**src/rtl/reorder_buffer_pkg.sv**
```systemverilog
// Shared widths, tag encoding and entry layout for the reorder buffer.
// Tags are index+1 so that tag 0 can mean "no producer".
package reorder_buffer_pkg;

  localparam int DATA_WIDTH    = 32;
  localparam int REG_TAG_WIDTH = 5;
  localparam int ROB_TAG_WIDTH = 5;
  localparam int DEPTH         = 16;
  localparam int ROB_IDX_WIDTH = ROB_TAG_WIDTH - 1;

  typedef logic [ROB_TAG_WIDTH-1:0] rob_tag_t;
  typedef logic [ROB_IDX_WIDTH-1:0] rob_idx_t;
  typedef logic [REG_TAG_WIDTH-1:0] reg_tag_t;
  typedef logic [DATA_WIDTH-1:0]    data_t;

  localparam rob_tag_t ZERO_TAG_ROB = '0;
  localparam data_t    ZERO_DATA    = '0;
  localparam logic     TRUE         = 1'b1;
  localparam logic     FALSE        = 1'b0;

  // Payload of one entry; busy/ready live in separate bit vectors.
  typedef struct packed {
    reg_tag_t dest;
    logic     is_branch;
    logic     pred_taken;
    logic     taken;
    data_t    value;
    data_t    target;
  } rob_data_t;

  function automatic rob_tag_t idx_to_tag(rob_idx_t idx);
    return rob_tag_t'({1'b0, idx}) + rob_tag_t'(1);
  endfunction

  function automatic rob_idx_t tag_to_idx(rob_tag_t tag);
    return rob_idx_t'(tag - rob_tag_t'(1));
  endfunction

endpackage

```
**src/rtl/reorder_buffer_if.sv**
```systemverilog
// Dispatch, CDB, operand-query and commit signals of the reorder buffer.
// master = surrounding core, slave = reorder buffer.
interface reorder_buffer_if;
  import reorder_buffer_pkg::*;

  logic     rdy;
  logic     in_fetcher_ce;
  reg_tag_t in_alloc_dest_reg;
  logic     in_alloc_is_branch;
  logic     in_alloc_pred_taken;
  rob_tag_t out_alloc_tag;
  logic     out_full;

  logic     in_alu_valid;
  rob_tag_t in_alu_tag;
  data_t    in_alu_value;
  logic     in_alu_taken;
  data_t    in_alu_target;
  logic     in_lsb_valid;
  rob_tag_t in_lsb_tag;
  data_t    in_lsb_value;

  rob_tag_t in_query_tag1;
  rob_tag_t in_query_tag2;
  logic     out_query_ready1;
  logic     out_query_ready2;
  data_t    out_query_value1;
  data_t    out_query_value2;

  reg_tag_t out_commit_reg;
  rob_tag_t out_commit_rob;
  data_t    out_commit_value;
  logic     out_misbranch;
  data_t    out_misbranch_pc;

  modport master (
    output rdy, in_fetcher_ce, in_alloc_dest_reg, in_alloc_is_branch, in_alloc_pred_taken,
    output in_alu_valid, in_alu_tag, in_alu_value, in_alu_taken, in_alu_target,
    output in_lsb_valid, in_lsb_tag, in_lsb_value, in_query_tag1, in_query_tag2,
    input  out_alloc_tag, out_full, out_query_ready1, out_query_ready2,
    input  out_query_value1, out_query_value2, out_commit_reg, out_commit_rob,
    input  out_commit_value, out_misbranch, out_misbranch_pc
  );

  modport slave (
    input  rdy, in_fetcher_ce, in_alloc_dest_reg, in_alloc_is_branch, in_alloc_pred_taken,
    input  in_alu_valid, in_alu_tag, in_alu_value, in_alu_taken, in_alu_target,
    input  in_lsb_valid, in_lsb_tag, in_lsb_value, in_query_tag1, in_query_tag2,
    output out_alloc_tag, out_full, out_query_ready1, out_query_ready2,
    output out_query_value1, out_query_value2, out_commit_reg, out_commit_rob,
    output out_commit_value, out_misbranch, out_misbranch_pc
  );

endinterface

```
**src/rtl/reorder_buffer.sv**
```systemverilog
// In-order retirement buffer: allocates per issued instruction, captures CDB
// results, retires one entry per cycle and flushes on a head misprediction.
module reorder_buffer
  import reorder_buffer_pkg::*;
(
  input  logic             clk,
  input  logic             rst,
  reorder_buffer_if.slave  bus
);

  logic [DEPTH-1:0] busy_q, busy_d;
  logic [DEPTH-1:0] ready_q, ready_d;
  rob_data_t        data_q [DEPTH];
  rob_idx_t         head_q, tail_q;
  rob_tag_t         count_q, count_d;

  reg_tag_t commit_reg_q;
  rob_tag_t commit_rob_q;
  data_t    commit_val_q;
  logic     mis_q, mis_pend_q;
  data_t    mis_pc_q, mis_tgt_q;

  logic             full, accept, alloc_fire, commit_fire, head_mispred;
  logic [DEPTH-1:0] alu_hit, lsb_hit;
  logic [DATA_WIDTH:0] look1, look2;

  assign full   = (count_q == rob_tag_t'(DEPTH));
  // Inputs arriving during the flush pulse belong to the wrong path.
  assign accept = bus.rdy && !mis_q;

  assign alloc_fire   = accept && !mis_pend_q && bus.in_fetcher_ce && !full;
  assign commit_fire  = accept && !mis_pend_q && busy_q[head_q] && ready_q[head_q];
  assign head_mispred = data_q[head_q].is_branch &&
                        (data_q[head_q].taken != data_q[head_q].pred_taken);

  for (genvar i = 0; i < DEPTH; i++) begin : g_match
    assign alu_hit[i] = accept && bus.in_alu_valid && busy_q[i] &&
                        (bus.in_alu_tag == idx_to_tag(rob_idx_t'(i)));
    assign lsb_hit[i] = accept && bus.in_lsb_valid && busy_q[i] &&
                        (bus.in_lsb_tag == idx_to_tag(rob_idx_t'(i)));
  end

  // Operand lookup: {ready, value}, with CDB forwarding for this cycle.
  function automatic logic [DATA_WIDTH:0] lookup(
    input rob_tag_t tag,
    input logic     fwd_en,
    input logic     alu_v,
    input rob_tag_t alu_t,
    input data_t    alu_val,
    input logic     lsb_v,
    input rob_tag_t lsb_t,
    input data_t    lsb_val,
    input logic     ent_rdy,
    input data_t    ent_val
  );
    if (tag == ZERO_TAG_ROB)                return {TRUE, ZERO_DATA};
    if (fwd_en && alu_v && (alu_t == tag))  return {TRUE, alu_val};
    if (fwd_en && lsb_v && (lsb_t == tag))  return {TRUE, lsb_val};
    return {ent_rdy, ent_val};
  endfunction

  always_comb begin
    look1 = lookup(bus.in_query_tag1, accept, bus.in_alu_valid, bus.in_alu_tag,
                   bus.in_alu_value, bus.in_lsb_valid, bus.in_lsb_tag, bus.in_lsb_value,
                   ready_q[tag_to_idx(bus.in_query_tag1)],
                   data_q[tag_to_idx(bus.in_query_tag1)].value);
    look2 = lookup(bus.in_query_tag2, accept, bus.in_alu_valid, bus.in_alu_tag,
                   bus.in_alu_value, bus.in_lsb_valid, bus.in_lsb_tag, bus.in_lsb_value,
                   ready_q[tag_to_idx(bus.in_query_tag2)],
                   data_q[tag_to_idx(bus.in_query_tag2)].value);
  end

  always_comb begin
    busy_d  = busy_q;
    ready_d = ready_q | alu_hit | lsb_hit;
    if (alloc_fire) begin
      busy_d[tail_q]  = TRUE;
      ready_d[tail_q] = FALSE;
    end
    if (commit_fire) begin
      busy_d[head_q] = FALSE;
    end
    count_d = count_q;
    case ({alloc_fire, commit_fire})
      2'b10:   count_d = count_q + rob_tag_t'(1);
      2'b01:   count_d = count_q - rob_tag_t'(1);
      default: count_d = count_q;
    endcase
  end

  // Control state and registered outputs.
  always_ff @(posedge clk) begin
    if (rst) begin
      busy_q       <= '0;
      ready_q      <= '0;
      head_q       <= '0;
      tail_q       <= '0;
      count_q      <= '0;
      commit_reg_q <= '0;
      commit_rob_q <= ZERO_TAG_ROB;
      commit_val_q <= ZERO_DATA;
      mis_q        <= FALSE;
      mis_pend_q   <= FALSE;
      mis_pc_q     <= ZERO_DATA;
    end else if (!bus.rdy) begin
      commit_reg_q <= '0;
      commit_rob_q <= ZERO_TAG_ROB;
      commit_val_q <= ZERO_DATA;
      mis_q        <= FALSE;
    end else if (mis_pend_q) begin
      busy_q       <= '0;
      ready_q      <= '0;
      head_q       <= '0;
      tail_q       <= '0;
      count_q      <= '0;
      commit_reg_q <= '0;
      commit_rob_q <= ZERO_TAG_ROB;
      commit_val_q <= ZERO_DATA;
      mis_q        <= TRUE;
      mis_pend_q   <= FALSE;
      mis_pc_q     <= mis_tgt_q;
    end else begin
      busy_q       <= busy_d;
      ready_q      <= ready_d;
      count_q      <= count_d;
      mis_q        <= FALSE;
      commit_reg_q <= '0;
      commit_rob_q <= ZERO_TAG_ROB;
      commit_val_q <= ZERO_DATA;
      if (alloc_fire) begin
        tail_q <= tail_q + rob_idx_t'(1);
      end
      if (commit_fire) begin
        commit_reg_q <= data_q[head_q].dest;
        commit_rob_q <= idx_to_tag(head_q);
        commit_val_q <= data_q[head_q].value;
        head_q       <= head_q + rob_idx_t'(1);
        mis_pend_q   <= head_mispred;
      end
    end
  end

  // Entry payload; validity is tracked entirely by busy/ready above.
  always_ff @(posedge clk) begin
    for (int i = 0; i < DEPTH; i++) begin
      if (alu_hit[i]) begin
        data_q[i].value  <= bus.in_alu_value;
        data_q[i].taken  <= bus.in_alu_taken;
        data_q[i].target <= bus.in_alu_target;
      end else if (lsb_hit[i]) begin
        data_q[i].value  <= bus.in_lsb_value;
      end
    end
    if (alloc_fire) begin
      data_q[tail_q].dest       <= bus.in_alloc_dest_reg;
      data_q[tail_q].is_branch  <= bus.in_alloc_is_branch;
      data_q[tail_q].pred_taken <= bus.in_alloc_pred_taken;
      data_q[tail_q].taken      <= FALSE;
    end
    if (commit_fire && head_mispred) begin
      mis_tgt_q <= data_q[head_q].target;
    end
  end

  assign bus.out_alloc_tag    = idx_to_tag(tail_q);
  assign bus.out_full         = full;
  assign bus.out_query_ready1 = look1[DATA_WIDTH];
  assign bus.out_query_value1 = look1[DATA_WIDTH-1:0];
  assign bus.out_query_ready2 = look2[DATA_WIDTH];
  assign bus.out_query_value2 = look2[DATA_WIDTH-1:0];
  assign bus.out_commit_reg   = commit_reg_q;
  assign bus.out_commit_rob   = commit_rob_q;
  assign bus.out_commit_value = commit_val_q;
  assign bus.out_misbranch    = mis_q;
  assign bus.out_misbranch_pc = mis_pc_q;

endmodule

```
**src/flat_wrapper.sv**
```systemverilog
// flat-port wrapper written by rule: the top's interface ports become plain ports
module reorder_buffer_flat import reorder_buffer_pkg::*;
  (clk, rst, bus_rdy, bus_in_fetcher_ce, bus_in_alloc_dest_reg, bus_in_alloc_is_branch, bus_in_alloc_pred_taken, bus_in_alu_valid, bus_in_alu_tag, bus_in_alu_value, bus_in_alu_taken, bus_in_alu_target, bus_in_lsb_valid, bus_in_lsb_tag, bus_in_lsb_value, bus_in_query_tag1, bus_in_query_tag2, bus_out_alloc_tag, bus_out_full, bus_out_query_ready1, bus_out_query_ready2, bus_out_query_value1, bus_out_query_value2, bus_out_commit_reg, bus_out_commit_rob, bus_out_commit_value, bus_out_misbranch, bus_out_misbranch_pc);
  reorder_buffer_if bus_i ();
  input  logic clk;
  input  logic rst;
  input wire logic [$bits(bus_i.rdy)-1:0] bus_rdy;
  input wire logic [$bits(bus_i.in_fetcher_ce)-1:0] bus_in_fetcher_ce;
  input wire logic [$bits(bus_i.in_alloc_dest_reg)-1:0] bus_in_alloc_dest_reg;
  input wire logic [$bits(bus_i.in_alloc_is_branch)-1:0] bus_in_alloc_is_branch;
  input wire logic [$bits(bus_i.in_alloc_pred_taken)-1:0] bus_in_alloc_pred_taken;
  input wire logic [$bits(bus_i.in_alu_valid)-1:0] bus_in_alu_valid;
  input wire logic [$bits(bus_i.in_alu_tag)-1:0] bus_in_alu_tag;
  input wire logic [$bits(bus_i.in_alu_value)-1:0] bus_in_alu_value;
  input wire logic [$bits(bus_i.in_alu_taken)-1:0] bus_in_alu_taken;
  input wire logic [$bits(bus_i.in_alu_target)-1:0] bus_in_alu_target;
  input wire logic [$bits(bus_i.in_lsb_valid)-1:0] bus_in_lsb_valid;
  input wire logic [$bits(bus_i.in_lsb_tag)-1:0] bus_in_lsb_tag;
  input wire logic [$bits(bus_i.in_lsb_value)-1:0] bus_in_lsb_value;
  input wire logic [$bits(bus_i.in_query_tag1)-1:0] bus_in_query_tag1;
  input wire logic [$bits(bus_i.in_query_tag2)-1:0] bus_in_query_tag2;
  output wire logic [$bits(bus_i.out_alloc_tag)-1:0] bus_out_alloc_tag;
  output wire logic [$bits(bus_i.out_full)-1:0] bus_out_full;
  output wire logic [$bits(bus_i.out_query_ready1)-1:0] bus_out_query_ready1;
  output wire logic [$bits(bus_i.out_query_ready2)-1:0] bus_out_query_ready2;
  output wire logic [$bits(bus_i.out_query_value1)-1:0] bus_out_query_value1;
  output wire logic [$bits(bus_i.out_query_value2)-1:0] bus_out_query_value2;
  output wire logic [$bits(bus_i.out_commit_reg)-1:0] bus_out_commit_reg;
  output wire logic [$bits(bus_i.out_commit_rob)-1:0] bus_out_commit_rob;
  output wire logic [$bits(bus_i.out_commit_value)-1:0] bus_out_commit_value;
  output wire logic [$bits(bus_i.out_misbranch)-1:0] bus_out_misbranch;
  output wire logic [$bits(bus_i.out_misbranch_pc)-1:0] bus_out_misbranch_pc;
  assign bus_i.rdy = bus_rdy;
  assign bus_i.in_fetcher_ce = bus_in_fetcher_ce;
  assign bus_i.in_alloc_dest_reg = bus_in_alloc_dest_reg;
  assign bus_i.in_alloc_is_branch = bus_in_alloc_is_branch;
  assign bus_i.in_alloc_pred_taken = bus_in_alloc_pred_taken;
  assign bus_i.in_alu_valid = bus_in_alu_valid;
  assign bus_i.in_alu_tag = bus_in_alu_tag;
  assign bus_i.in_alu_value = bus_in_alu_value;
  assign bus_i.in_alu_taken = bus_in_alu_taken;
  assign bus_i.in_alu_target = bus_in_alu_target;
  assign bus_i.in_lsb_valid = bus_in_lsb_valid;
  assign bus_i.in_lsb_tag = bus_in_lsb_tag;
  assign bus_i.in_lsb_value = bus_in_lsb_value;
  assign bus_i.in_query_tag1 = bus_in_query_tag1;
  assign bus_i.in_query_tag2 = bus_in_query_tag2;
  assign bus_out_alloc_tag = bus_i.out_alloc_tag;
  assign bus_out_full = bus_i.out_full;
  assign bus_out_query_ready1 = bus_i.out_query_ready1;
  assign bus_out_query_ready2 = bus_i.out_query_ready2;
  assign bus_out_query_value1 = bus_i.out_query_value1;
  assign bus_out_query_value2 = bus_i.out_query_value2;
  assign bus_out_commit_reg = bus_i.out_commit_reg;
  assign bus_out_commit_rob = bus_i.out_commit_rob;
  assign bus_out_commit_value = bus_i.out_commit_value;
  assign bus_out_misbranch = bus_i.out_misbranch;
  assign bus_out_misbranch_pc = bus_i.out_misbranch_pc;
  reorder_buffer u_core (.clk(clk), .rst(rst), .bus(bus_i));
endmodule
```
**config.mk**
```make
export PLATFORM = sky130hd
export DESIGN_NAME = reorder_buffer_flat
export DESIGN_NICKNAME = d
export VERILOG_FILES = /design/src/rtl/reorder_buffer_pkg.sv /design/src/rtl/reorder_buffer_if.sv /design/src/rtl/reorder_buffer.sv /design/src/flat_wrapper.sv
export SDC_FILE = /design/constraint.sdc
export NUM_CORES = 2
export LEC_CHECK = 0
export CORE_MARGIN = 2
export CORE_UTILIZATION = 61
export DETAILED_ROUTE_END_ITERATION = 10
export HOLD_SLACK_MARGIN = 0.12
export PLACE_DENSITY = 0.81
export SETUP_SLACK_MARGIN = 0.05
export SLEW_MARGIN = 20
export SYNTH_ARGS = -nofsm -noshare
export SYNTH_HDL_FRONTEND = slang
export SYNTH_SLANG_ARGS = --single-unit
```
**constraint.sdc**
```tcl
create_clock -name clk -period 6.2 [get_ports clk]
set_clock_uncertainty 0.05 [all_clocks]
set_input_delay 1.24 -clock clk [delete_from_list [all_inputs] [get_ports clk]]
set_output_delay 1.24 -clock clk [all_outputs]
set_load 0.005 [all_outputs]
```
==> metrics <==
yosys warns 0; die height ~330 um; Mapped Cells ~3,500; post-detail-place hpwl between 100,000 and 150,000 um; GRT busiest layer met2; Worst Hold End u_core.bus.out_misbranch_pc[23]; Worst Tran Pin Value roughly 1100 ps; failing checks design-rule violations; Synth async-reset ratio 0; Worst Hold Depth 1; starting density of the core 0.6173; Rows roughly 120; total global-route track usage 0.3675; path type of the worst setup path in -> out; Syn Area/Cell about 18 um2; Area after DPL between 60,000 and 70,000 um2; top-area cell type share of the netlist area 0.5382; Via density 7.632; PortBufs ~280; met3 Use GR 0.1136; PostCTS Resize Cnt 0; ratio of cells with drive above 1 in the final layout 0.4051; Post-synth EDFFs about 1,200; Remaining Overflow, GRT 0; hold crit path type reg -> reg; worst hold start u_core.mis_tgt_q[23]; pin count of the biggest net entering global routing around 120; vias in the first global route approximately 40,000; CP Max Fanout 45; clock tree buffer depth 3; Worst Path Required ~4900 ps; R2R cell count 12; RR Startpoint u_core.head_q[2]; H-tree Lvls 4; slowest CP cell clkdlybuf4s50_1; root buffer cell clkbuf_16; postcts setup bufs 0; Max VDD drop 0.3210 mV; initial antenna violation count 27; number of flip-flops in the largest register 1,152; total power per unit cell area ~260 nW/um2; final hold slack between 400 and 500 ps; latest clock arrival within the worst-skew pair 810 ps; # IOs around 280; total CTS buffers 138; RSZ-0062 raised after global routing no; synth unique cells 57; Setup crit start kind input pin; crit path DAT between 4000 and 5000 ps; Post-Route Setup TNS 0 ps; drt wl/cell 37.89 um; number of max-cap violations 0; fmax roughly 160 MHz; CTS sink cnt around 1,300; Final Wtd Congestion 0.8948; chip width 330.9 um; CP endpoint kind output port; Pre-antenna DRT Iters 9; DRT antenna net count 0; ys flop type edfxtp_1; Seq/Total Area, Yosys 0.5815; most frequent cells after synthesis edfxtp_1 (1,168), mux4_2 (689), mux2_2 (500), clkbuf_1 (199), dfxtp_1 (141); status finished with violations; layout net count 3,866; Final Max Tran Viols 0; Slew headroom 0.2683; Area Growth Syn to Fin 13.77%; DRT Wirelength 198,500 um; syn nets between 3,000 and 4,000; crit-path cells clkdlybuf4s50_1 > inv_1 > ha_4 > buf_12 > mux4_2 > mux4_2 > mux2i_1 > a211oi_1 > clkdlybuf4s50_1; DRC 3; fin area between 70,000 and 80,000 um2; final hold viol count 0; GR Util met2 0.5744; Yosys reg bits approximately 1,300; Reg-to-Reg End u_core.count_q[4]; Top reg by flops u_core.data_q; Hold Buf Count CTS 0; CTS tree done; Crit path largest cell delay 620 ps; Syn Std Cell Area 65,170 um2; met1 Use GR 0.4637; initial DRC count 5,910; Setup violations, final 0; Worst Path Buf+Inv 4; setup slack, reg-to-reg about 2100 ps; clock slew at reported path FFs 60 ps; share of the cycle needed by the critical path after routing 0.9798; CP top delay family buffers and inverters; synth top area cells edfxtp_1 (54%), mux4_2 (24%), mux2_2 (8.6%), dfxtp_1 (4.3%), mux2i_1 (1.3%); most numerous cell in the Yosys netlist edfxtp_1; Core Region around 110,000 um2; die area 109,500 um2; cell taking the most area after synthesis edfxtp_1; routed via count 39,980; shortest period the worst path allows just over 6000 ps; first-pass GRT wire length between 200,000 and 300,000 um; Pleak between 20 and 25 nW
[metal layers]
metal  part of all wire  vias up
li1                   -    15170
met2               0.48     3537
met3               0.14      725
met4              0.057       30
met5             0.0014        -
met1               0.32    20520
[final cells by class]
class | count | area [um2]
Sequential cell | 1309 | 37910
Fill cell | 6270 | 31420
Multi-Input combinational cell | 1853 | 25950
Clock buffer | 190 | 3759
Timing Repair Buffer | 377 | 3755
Tap cell | 1391 | 1740
Clock inverter | 64 | 839.6
Inverter | 43 | 161.4
Antenna cell | 11 | 27.53
[cells in the final DEF, fill, tap and decap left out, types with 33 or more instances in the layout]
master,netlist,final
a211oi_1,65,63
a22o_1,34,34
buf_4,10,83
clkbuf_1,199,41
clkbuf_16,0,138
clkdlybuf4s50_1,0,274
dfxtp_1,141,137
edfxtp_1,1168,1168
mux2_2,500,500
mux2i_1,86,86
mux4_2,689,689
nand2_1,63,48
nand3_1,35,33
nor2_1,111,104
nor2b_1,47,47
[power breakdown]
group	internal [W]	total [W]	switching, W
Combinational	0.000758	0.00148	0.000725
Sequential	0.00959	0.00960	0.00000504
Clock	0.00467	0.00836	0.00369
[per-stage QoR]
stage	power, W	util	instances	setup slack, ps
global placement	0.01119	0.6582	4972	247.2
floorplan	0.01062	-	3541	786.9
detailed placement	0.01123	0.6582	4972	229.8
CTS	0.01945	0.7017	5226	228.3
global route	0.01986	0.7023	5234	89.49
finish	0.01944	0.7024	5238	125.5
[how the worst max path moves through the flow]
| stage | slack [ps] | startpoint | endpoint | cells after the start |
|---|---|---|---|---|
| floorplan | 790 | bus_in_query_tag1[0] | bus_out_query_ready1 | 11 |
| global placement | 250 | bus_in_query_tag2[2] | bus_out_query_value2[30] | 8 |
| detailed placement | 230 | bus_rdy | bus_out_query_value1[3] | 7 |
| CTS | 230 | bus_in_query_tag2[2] | bus_out_query_value2[1] | 8 |
| global route | 90 | bus_in_query_tag2[2] | bus_out_query_value2[1] | 8 |
| finish | 130 | bus_in_query_tag1[1] | bus_out_query_value1[11] | 9 |
[cells by family (layout without fill, tap and decap cells)]
kind of cell    Yosys count  in the layout  share of synthesized area
simple gates            324            324                    0.02440
flops                  1309           1309                     0.5815
buf+inv                 379            674                    0.02496
other cells               0             11                          0
compound gates          196            196                    0.02233
xor+xnor                 31             31                   0.004166
mux                    1288           1288                     0.3400
fa+ha+maj                14             14                   0.002688
(Power assumes the default switching activity.)
